## config.mk

```make
export PLATFORM = sky130hd
export DESIGN_NAME = addsub_div_ctrl
export DESIGN_NICKNAME = d
export VERILOG_FILES = /design/src/rtl/addsub_div_ctrl.sv
export SDC_FILE = /design/constraint.sdc
export NUM_CORES = 1
export LEC_CHECK = 0
export CORE_MARGIN = 3
export CORE_UTILIZATION = 26
export CTS_BUF_LIST = sky130_fd_sc_hd__clkbuf_16
export CTS_CLUSTER_SIZE = 40
export DETAILED_ROUTE_END_ITERATION = 10
export PLACE_DENSITY = 0.41
export SLEW_MARGIN = 20
export SYNTH_ARGS = -nofsm -noshare
export SYNTH_HDL_FRONTEND = slang
export SYNTH_SLANG_ARGS = --single-unit
```

## constraint.sdc

```tcl
create_clock -name clk -period 3.05 [get_ports clk]
set_clock_uncertainty 0.15 [all_clocks]
set_input_delay 0.61 -clock clk [delete_from_list [all_inputs] [get_ports clk]]
set_output_delay 0.61 -clock clk [all_outputs]
set_load 0.02 [all_outputs]
```

## src/rtl/addsub_div_ctrl.sv

```systemverilog
// addsub: 4-bit adder/subtractor; m=1 computes a-b with c=1 meaning no borrow.
// Latency: combinational, zero cycles.
// Backpressure: none, pure function of inputs.
module addsub (
  input  logic [3:0] a,
  input  logic [3:0] b,
  input  logic       m,
  output logic [3:0] s,
  output logic       c,
  output logic       v
);

  logic [3:0] bx;
  logic [4:0] sum;

  assign bx  = b ^ {4{m}};
  assign sum = {1'b0, a} + {1'b0, bx} + {4'b0, m};
  assign s   = sum[3:0];
  assign c   = sum[4];
  assign v   = (a[3] == bx[3]) & (s[3] != a[3]);

endmodule

// addsub_div_ctrl: 4-bit unsigned restoring divider, one quotient bit per cycle via addsub.
// Latency: 5 edges start-to-done; divide-by-zero completes in 1 edge.
// Backpressure: start is only accepted in IDLE/DONE; start during RUN is dropped, not queued.
module addsub_div_ctrl (
  input  logic       clk,
  input  logic       rst_n,
  input  logic       start,
  input  logic [3:0] dividend,
  input  logic [3:0] divisor,
  output logic       busy,
  output logic       done,
  output logic       dbz,
  output logic [3:0] quotient,
  output logic [3:0] remainder
);

  typedef enum logic [1:0] {
    S_IDLE = 2'd0,
    S_RUN  = 2'd1,
    S_DONE = 2'd2
  } state_t;

  state_t     state, state_nxt;
  logic [3:0] rem_r, rem_nxt;
  logic [3:0] quo_r, quo_nxt;
  logic [3:0] dvs_r, dvs_nxt;
  logic [1:0] cnt, cnt_nxt;
  logic [3:0] quotient_nxt, remainder_nxt;
  logic       dbz_nxt;

  // One restoring step: shift the next dividend bit into the partial remainder and trial-subtract.
  logic [3:0] sub_a, sub_s, step_rem, step_quo;
  logic       sub_c, unused_v;

  assign sub_a = {rem_r[2:0], quo_r[3]};

  addsub u_addsub (
    .a (sub_a),
    .b (dvs_r),
    .m (1'b1),
    .s (sub_s),
    .c (sub_c),
    .v (unused_v)
  );

  assign step_rem = sub_c ? sub_s : sub_a;
  assign step_quo = {quo_r[2:0], sub_c};

  always_comb begin
    state_nxt     = state;
    rem_nxt       = rem_r;
    quo_nxt       = quo_r;
    dvs_nxt       = dvs_r;
    cnt_nxt       = cnt;
    quotient_nxt  = quotient;
    remainder_nxt = remainder;
    dbz_nxt       = dbz;
    case (state)
      S_IDLE, S_DONE: begin
        state_nxt = S_IDLE;
        if (start) begin
          if (divisor != 4'd0) begin
            quo_nxt   = dividend;
            dvs_nxt   = divisor;
            rem_nxt   = 4'd0;
            cnt_nxt   = 2'd0;
            dbz_nxt   = 1'b0;
            state_nxt = S_RUN;
          end else begin
            quotient_nxt  = 4'hF;
            remainder_nxt = dividend;
            dbz_nxt       = 1'b1;
            state_nxt     = S_DONE;
          end
        end
      end
      S_RUN: begin
        rem_nxt = step_rem;
        quo_nxt = step_quo;
        cnt_nxt = cnt + 2'd1;
        if (cnt == 2'd3) begin
          quotient_nxt  = step_quo;
          remainder_nxt = step_rem;
          state_nxt     = S_DONE;
        end
      end
      default: state_nxt = S_IDLE;
    endcase
  end

  // busy/done are registered decodes of the next state so outputs never see inputs combinationally.
  always_ff @(posedge clk or negedge rst_n) begin
    if (!rst_n) begin
      state <= S_IDLE;
      busy  <= 1'b0;
      done  <= 1'b0;
    end else begin
      state <= state_nxt;
      busy  <= (state_nxt == S_RUN);
      done  <= (state_nxt == S_DONE);
    end
  end

  always_ff @(posedge clk or negedge rst_n) begin
    if (!rst_n) begin
      rem_r     <= 4'd0;
      quo_r     <= 4'd0;
      dvs_r     <= 4'd0;
      cnt       <= 2'd0;
      quotient  <= 4'd0;
      remainder <= 4'd0;
      dbz       <= 1'b0;
    end else begin
      rem_r     <= rem_nxt;
      quo_r     <= quo_nxt;
      dvs_r     <= dvs_nxt;
      cnt       <= cnt_nxt;
      quotient  <= quotient_nxt;
      remainder <= remainder_nxt;
      dbz       <= dbz_nxt;
    end
  end

endmodule

```

==> impl_metrics.yaml, run 1 <==
power_and_ir_drop:
  pwr-share-comb_pct: 50.1
  internal_power_mw: 1.210
  power_frac_clock_pct: 19.4
  ir_drop_mv: 0.3479
  seqPwrFrac_pct: 30.5
  p_per_area_nw_per_um2: 1196
  leakage_nw: 0.7196
  p_switching_uw: 772.4
  p_sw_share_pct: 38.96
timing:
  final_hold_viol_count: 0
  slew_headroom_pct: 49.59
  max_freq_mhz: 443.0
  fin_setup_tns_ns: 0
  slew_viol_final: 0
  worstMarginPinSlew_ns: 0.7561
  setup_viol_count_final: 0
  period_share_pct: 74.00
  fin_crit_ns: 2.257
  layout_setup_ws_ns: 0.7929
  rsz0062_at_grt: "false"
grt:
  grt_pass1_vias: 1057
  use_met3_pct: 3.073
  grt_pass1_wl_microns: 5064
  antenna_found_initial: 0
  track_usage_pct: 10.95
  met1_usage_pct: 14.69
  grt_busiest_layer: "met2"
  grt-ovfl-total: 0
  grt_max_degree: 27
  use_met2_pct: 16.61
worst_setup_path:
  cp.required_ns: 3.01
  crit_fanout: 11
  critPathLaunch: "divisor[1]"
  cp-end-kind: "flop"
  rr_startpoint: "quo_r[3]"
  reg2reg_depth: 8
  crit_arrival_ns: 2.22
  r2r_setup_slack_ns: 0.86
  path_cells: "clkdlybuf4s50_1, nor4_4, nand2b_1, buf_4, mux2i_1, a21oi_1"
  cp_slowest_cell: "clkdlybuf4s50_1"
  critical_path.startpoint_type: "input port"
  cp_slowest_stage_delay_ns: 0.46
  worstSetupEndpoint: "quo_r[0]"
  path_class: "input port to flop"
  r2r-end: "remainder[2]"
clock_network:
  clockBufferDepth: 2
  hold_buffers: 0
  cts_setup_buffers: 0
  cts_resized: 0
  cts-root-buf: "clkbuf_16"
  cts-buffers-inserted: 3
  cts.clk_slew.worst_paths_ns: 0.07
  clkLatencyLatePin_ns: 0.26
  cts_sinks: 26
  cts_max_level: 1
  cts_tree: "built"
synthesis:
  synthXorXnorAreaFrac_pct: 0.6809
  syn_nets: 137
  avgSynthCellArea_sq_um: 10.72
  synth-adder-area-share_pct: 6.420
  yosys_warnings: 0
  mappedNetlistArea_sq_um: 1286
  synthSimpleGateAreaFrac_pct: 12.94
  synth_top_family_by_area: "compound AO/OA/AOI/OAI gates"
  syn_inst: 120
  seq_area_frac_synth_pct: 50.58
  ys_ff_latch: 26
  synth.distinct_cells: 31
  synth-compound-area-share_pct: 18.00
  synth.area.mux_share_pct: 5.642
routing:
  dr.pass1.iters: 4
  postRouteAntennaNets: 0
  drt-total-wl_microns: 2813
  drt-initial-drc-count: 26
  num_vias: 944
  drc: 0
  wire_per_inst_microns: 13.59
  vias_per_cell: 4.560
placed_design:
  dp_hpwl_microns: 2023
  place_ws_ns: 0.5135
  place_congestion: 0.7499
  io_buffers: 21
  dp.cells: 203
finish:
  final_nets: 160
  layout-drive-gt1-share_pct: 8.451
  fin_cells: 207
  antenna_cells: 0
  n_fill_cell: 500
  syn_to_final_growth_pct: 28.89
floorplanning:
  die_h_microns: 76.34
  die_w_microns: 76.34
  io_pins: 22
  num_rows: 24
  core_sq_um: 4564
  start_util_pct: 28.18
  die_area_sq_um: 5827
worst_hold_path:
  hold_class: "flop to flop"
  hold_start: "dvs_r[2]"
status:
  status: "complete, no violations"
job:
  max_cap_violations: 0
logic make-up after synthesis:
group           count (synthesis)
compound gates                 36
xor+xnor                        1
fa+ha+maj                       6
buf+inv                        13
flops                          26
mux                             7
simple gates                   31
worst min path at each step:
stage / to / depth (start not counted)
2_1_floorplan: busy / 0
3_3_place_gp: dvs_r[3] / 1
3_5_place_dp: dvs_r[2] / 1
4_1_cts: dvs_r[2] / 1
5_1_grt: dbz / 1
6_report: dvs_r[2] / 1
flip-flops by register name, summed over array words and instances (netlist names):
name	cells
cnt	2
done	1
remainder	4
dvs_r	4
rem_r	3
quo_r	4
busy	1
quotient	4
state	2
dbz	1
synthesized netlist by cell type:
cell type / count / share of area, %
a211oi_1: 1 / 0.58
a31oi_1: 1 / 0.49
xnor2_1: 1 / 0.68
mux2i_1: 5 / 3.9
nor4_4: 1 / 1.7
fa_1: 1 / 1.6
and2_1: 1 / 0.49
a31o_2: 1 / 0.68
nand3b_1: 2 / 1.2
o22ai_1: 2 / 0.97
nand3_1: 6 / 2.3
dfrtp_1: 26 / 51
a21boi_0: 1 / 0.58
a21oi_1: 13 / 5.1
o21ai_0: 8 / 3.1
nand2_1: 7 / 2.0
ha_1: 5 / 4.9
clkbuf_1: 1 / 0.29
buf_6: 3 / 2.6
nor2_1: 9 / 2.6
a22o_1: 4 / 2.7
nand2b_1: 2 / 0.97
nor2b_1: 2 / 0.97
a22o_4: 1 / 1.4
buf_2: 2 / 0.78
mux2_2: 2 / 1.8
inv_1: 7 / 2.0
o22a_1: 1 / 0.68
o21a_1: 1 / 0.58
nor4b_1: 1 / 0.68
o211ai_1: 2 / 1.2
power by group through the flow:
stage	clock network, mW	logic [mW]	registers, mW
2_1_floorplan	0	0.651	0.665
3_3_place_gp	0	1.01	0.610
3_5_place_dp	0	1.01	0.613
4_1_cts	0.395	1.01	0.607
5_1_grt	0.408	1.16	0.630
6_report	0.385	0.994	0.604
final cells by class:
class                           instances  area (sq um)  area share (%)
Multi-Input combinational cell         81         561.8           33.89
Timing Repair Buffer                   24         232.7           14.04
Clock buffer                            3         75.07           4.528
Clock inverter                          1         30.03           1.811
Inverter                                7         26.28           1.585
Tap cell                               65         81.33           4.906
Sequential cell                        26         650.6           39.25
placed cells by master, fill, tap and decap left out:
master / instances
dfrtp_1: 26
clkdlybuf4s50_1: 21
a21oi_1: 13
nor2_1: 9
o21ai_0: 8
inv_1: 7
nand2_1: 7
nand3_1: 6
mux2i_1: 5
ha_1: 5
a22o_1: 4
clkbuf_16: 3
buf_4: 3
nor2b_1: 2
nand2b_1: 2
o22ai_1: 2
mux2_2: 2
nand3b_1: 2
o211ai_1: 2
nor4_4: 1
a22o_4: 1
a31o_2: 1
and2_1: 1
a211oi_1: 1
a21boi_0: 1
nor4b_1: 1
o22a_1: 1
o21a_1: 1
xnor2_1: 1
a31oi_1: 1
fa_1: 1
bufinv_16: 1
per-layer routing:
layer,wire [microns],vias to the layer above
li1,-,466
met1,1361,453
met2,1276,20
met3,126,5
met4,49,0
met5,0,-
stage by stage:
stage	instance area, sq um	hold WS, ns	power [mW]	utilization [%]
after detailed placement	1553	0.3472	1.621	34.02
after global placement	1553	0.3425	1.621	34.02
after global routing	1658	0.3820	2.194	36.32
after floorplan	1286	0.1644	1.316	-
final	1658	0.3547	1.982	36.32
after CTS	1658	0.3634	2.017	36.32
critical path, delay by kind of cell:
family | cells | cell delay (ns)
AOI/OAI and AO/OA | 1 | 0.08
buffers and inverters | 2 | 0.69
muxes | 1 | 0.20
and+or+nand+nor | 2 | 0.63
Power figures use the tool's default switching activity.
==> run 2, diff against run 1 <==
- clock period: 3.05 -> 2.35 ns (I/O delays scaled with it)
==> impl_metrics.yaml, run 2 (synthesis gave the netlist of run 1 again) <==
worst_hold_path:
  hold_class: "flop to flop"
  whs_path_depth: 1
routing:
  drt-total-wl_microns: 2890
  drt-initial-drc-count: 18
  num_vias: 981
  vias_per_cell: 4.671
  postRouteAntennaNets: 0
  drc: 0
  dr.pass1.iters: 4
  wire_per_inst_microns: 13.76
grt:
  track_usage_pct: 10.19
  grt-ovfl-total: 0
  grt_pass1_wl_microns: 4823
  grt_pass1_vias: 1001
  grt_max_degree: 27
  antenna_found_initial: 0
clock_network:
  cts_max_level: 1
  cts_tree: "built"
  hold_buffers: 0
  cts_sinks: 26
  cts-buffers-inserted: 3
  clockBufferDepth: 2
  cts-root-buf: "clkbuf_16"
  cts_setup_buffers: 0
  cts_resized: 0
  cts.clk_slew.worst_paths_ns: 0.07
  clkLatencyLatePin_ns: 0.26
power_and_ir_drop:
  leakage_nw: 0.7399
  p_per_area_nw_per_um2: 1543
  ir_drop_mv: 0.4603
  total_power_mw: 2.612
timing:
  fin_setup_tns_ns: 0
  setup_viol_count_final: 0
  max_freq_mhz: 479.3
  slew_headroom_pct: 63.03
  fin_crit_ns: 2.087
  period_share_pct: 88.79
  slew_viol_final: 0
  worstMarginPinSlew_ns: 0.5534
  final_hold_viol_count: 0
  rsz0062_at_grt: "false"
worst_setup_path:
  crit_arrival_ns: 2.06
  crit_fanout: 4
  critical_path.startpoint_type: "flop"
  path_class: "flop to flop"
  cp.required_ns: 2.32
  reg2reg_depth: 8
  cp-end-kind: "flop"
finish:
  layout-drive-gt1-share_pct: 10.34
  syn_to_final_growth_pct: 31.61
  mostFrequentLayoutCell: "dfrtp_1"
  antenna_cells: 0
  final_nets: 163
  n_fill_cell: 491
  final_cell_mix: "26 x dfrtp_1, 21 x clkdlybuf4s50_1, 13 x a21oi_1"
floorplanning:
  core_sq_um: 4564
  die_h_microns: 76.34
  die_w_microns: 76.34
  io_pins: 22
  start_util_pct: 28.18
  die_area_sq_um: 5827
  num_rows: 24
status:
  status: "complete, no violations"
placed_design:
  dp_hpwl_microns: 2110
  place_congestion: 0.6920
  io_buffers: 21
job:
  max_cap_violations: 0
run 2: final timing paths:
check	to	startpoint	slack [ns]
setup / recovery	remainder[0]	quo_r[3]	0.26
hold / removal	dbz	dbz	0.36
setup reg to reg	remainder[0]	quo_r[3]	0.26
hold reg to reg	dbz	dbz	0.36
max in group asynchronous	remainder[3]	rst_n	1.35
min in group asynchronous	rem_r[0]	rst_n	0.44
run 2: layer usage:
metal	track usage [%]	share of wire (%)	routed length (microns)	vias up
li1	-	-	-	473
met1	13.70	49	1414	480
met2	16.17	46	1322	23
met3	2.364	4.2	122	5
met4	3.261	1.0	30	0
met5	0	0	0	-
run 2: metrics by stage:
stage	instance area, sq um	utilization (%)	hold slack [ns]	worst slack, ns	std cells
finish	1693	37.09	0.3579	0.2634	210
CTS	1693	37.09	0.3611	0.2468	210
floorplan	1286	-	0.02441	0.4714	120
global placement	1588	34.79	0.3357	0.1768	206
detailed placement	1588	34.79	0.3477	0.1558	206
global route	1693	37.09	0.3956	0.1137	210
run 2: cell type report:
class	instances	area (sq um)	area share (%)
Sequential cell	26	650.6	38.43
Multi-Input combinational cell	81	561.8	33.19
Timing Repair Buffer	27	267.8	15.82
Tap cell	65	81.33	4.804
Clock buffer	3	75.07	4.435
Clock inverter	1	30.03	1.774
Inverter	7	26.28	1.552
run 2: power breakdown:
| part | total (mW) | leakage, nW | switching [mW] | internal, mW |
|---|---|---|---|---|
| logic | 1.34 | 0.385 | 0.734 | 0.605 |
| clock network | 0.491 | 0.0511 | 0.152 | 0.339 |
| registers | 0.782 | 0.304 | 0.124 | 0.658 |
| total | 2.61 | 0.740 | 1.01 | 1.60 |
run 2: worst max-delay path: stages (launching register included):
cell      delay [ns]
dfrtp_1         0.41
inv_1           0.07
ha_1            0.15
inv_1           0.05
fa_1            0.42
nand3_1         0.15
a21oi_1         0.10
a211oi_1        0.31
o22ai_1         0.14
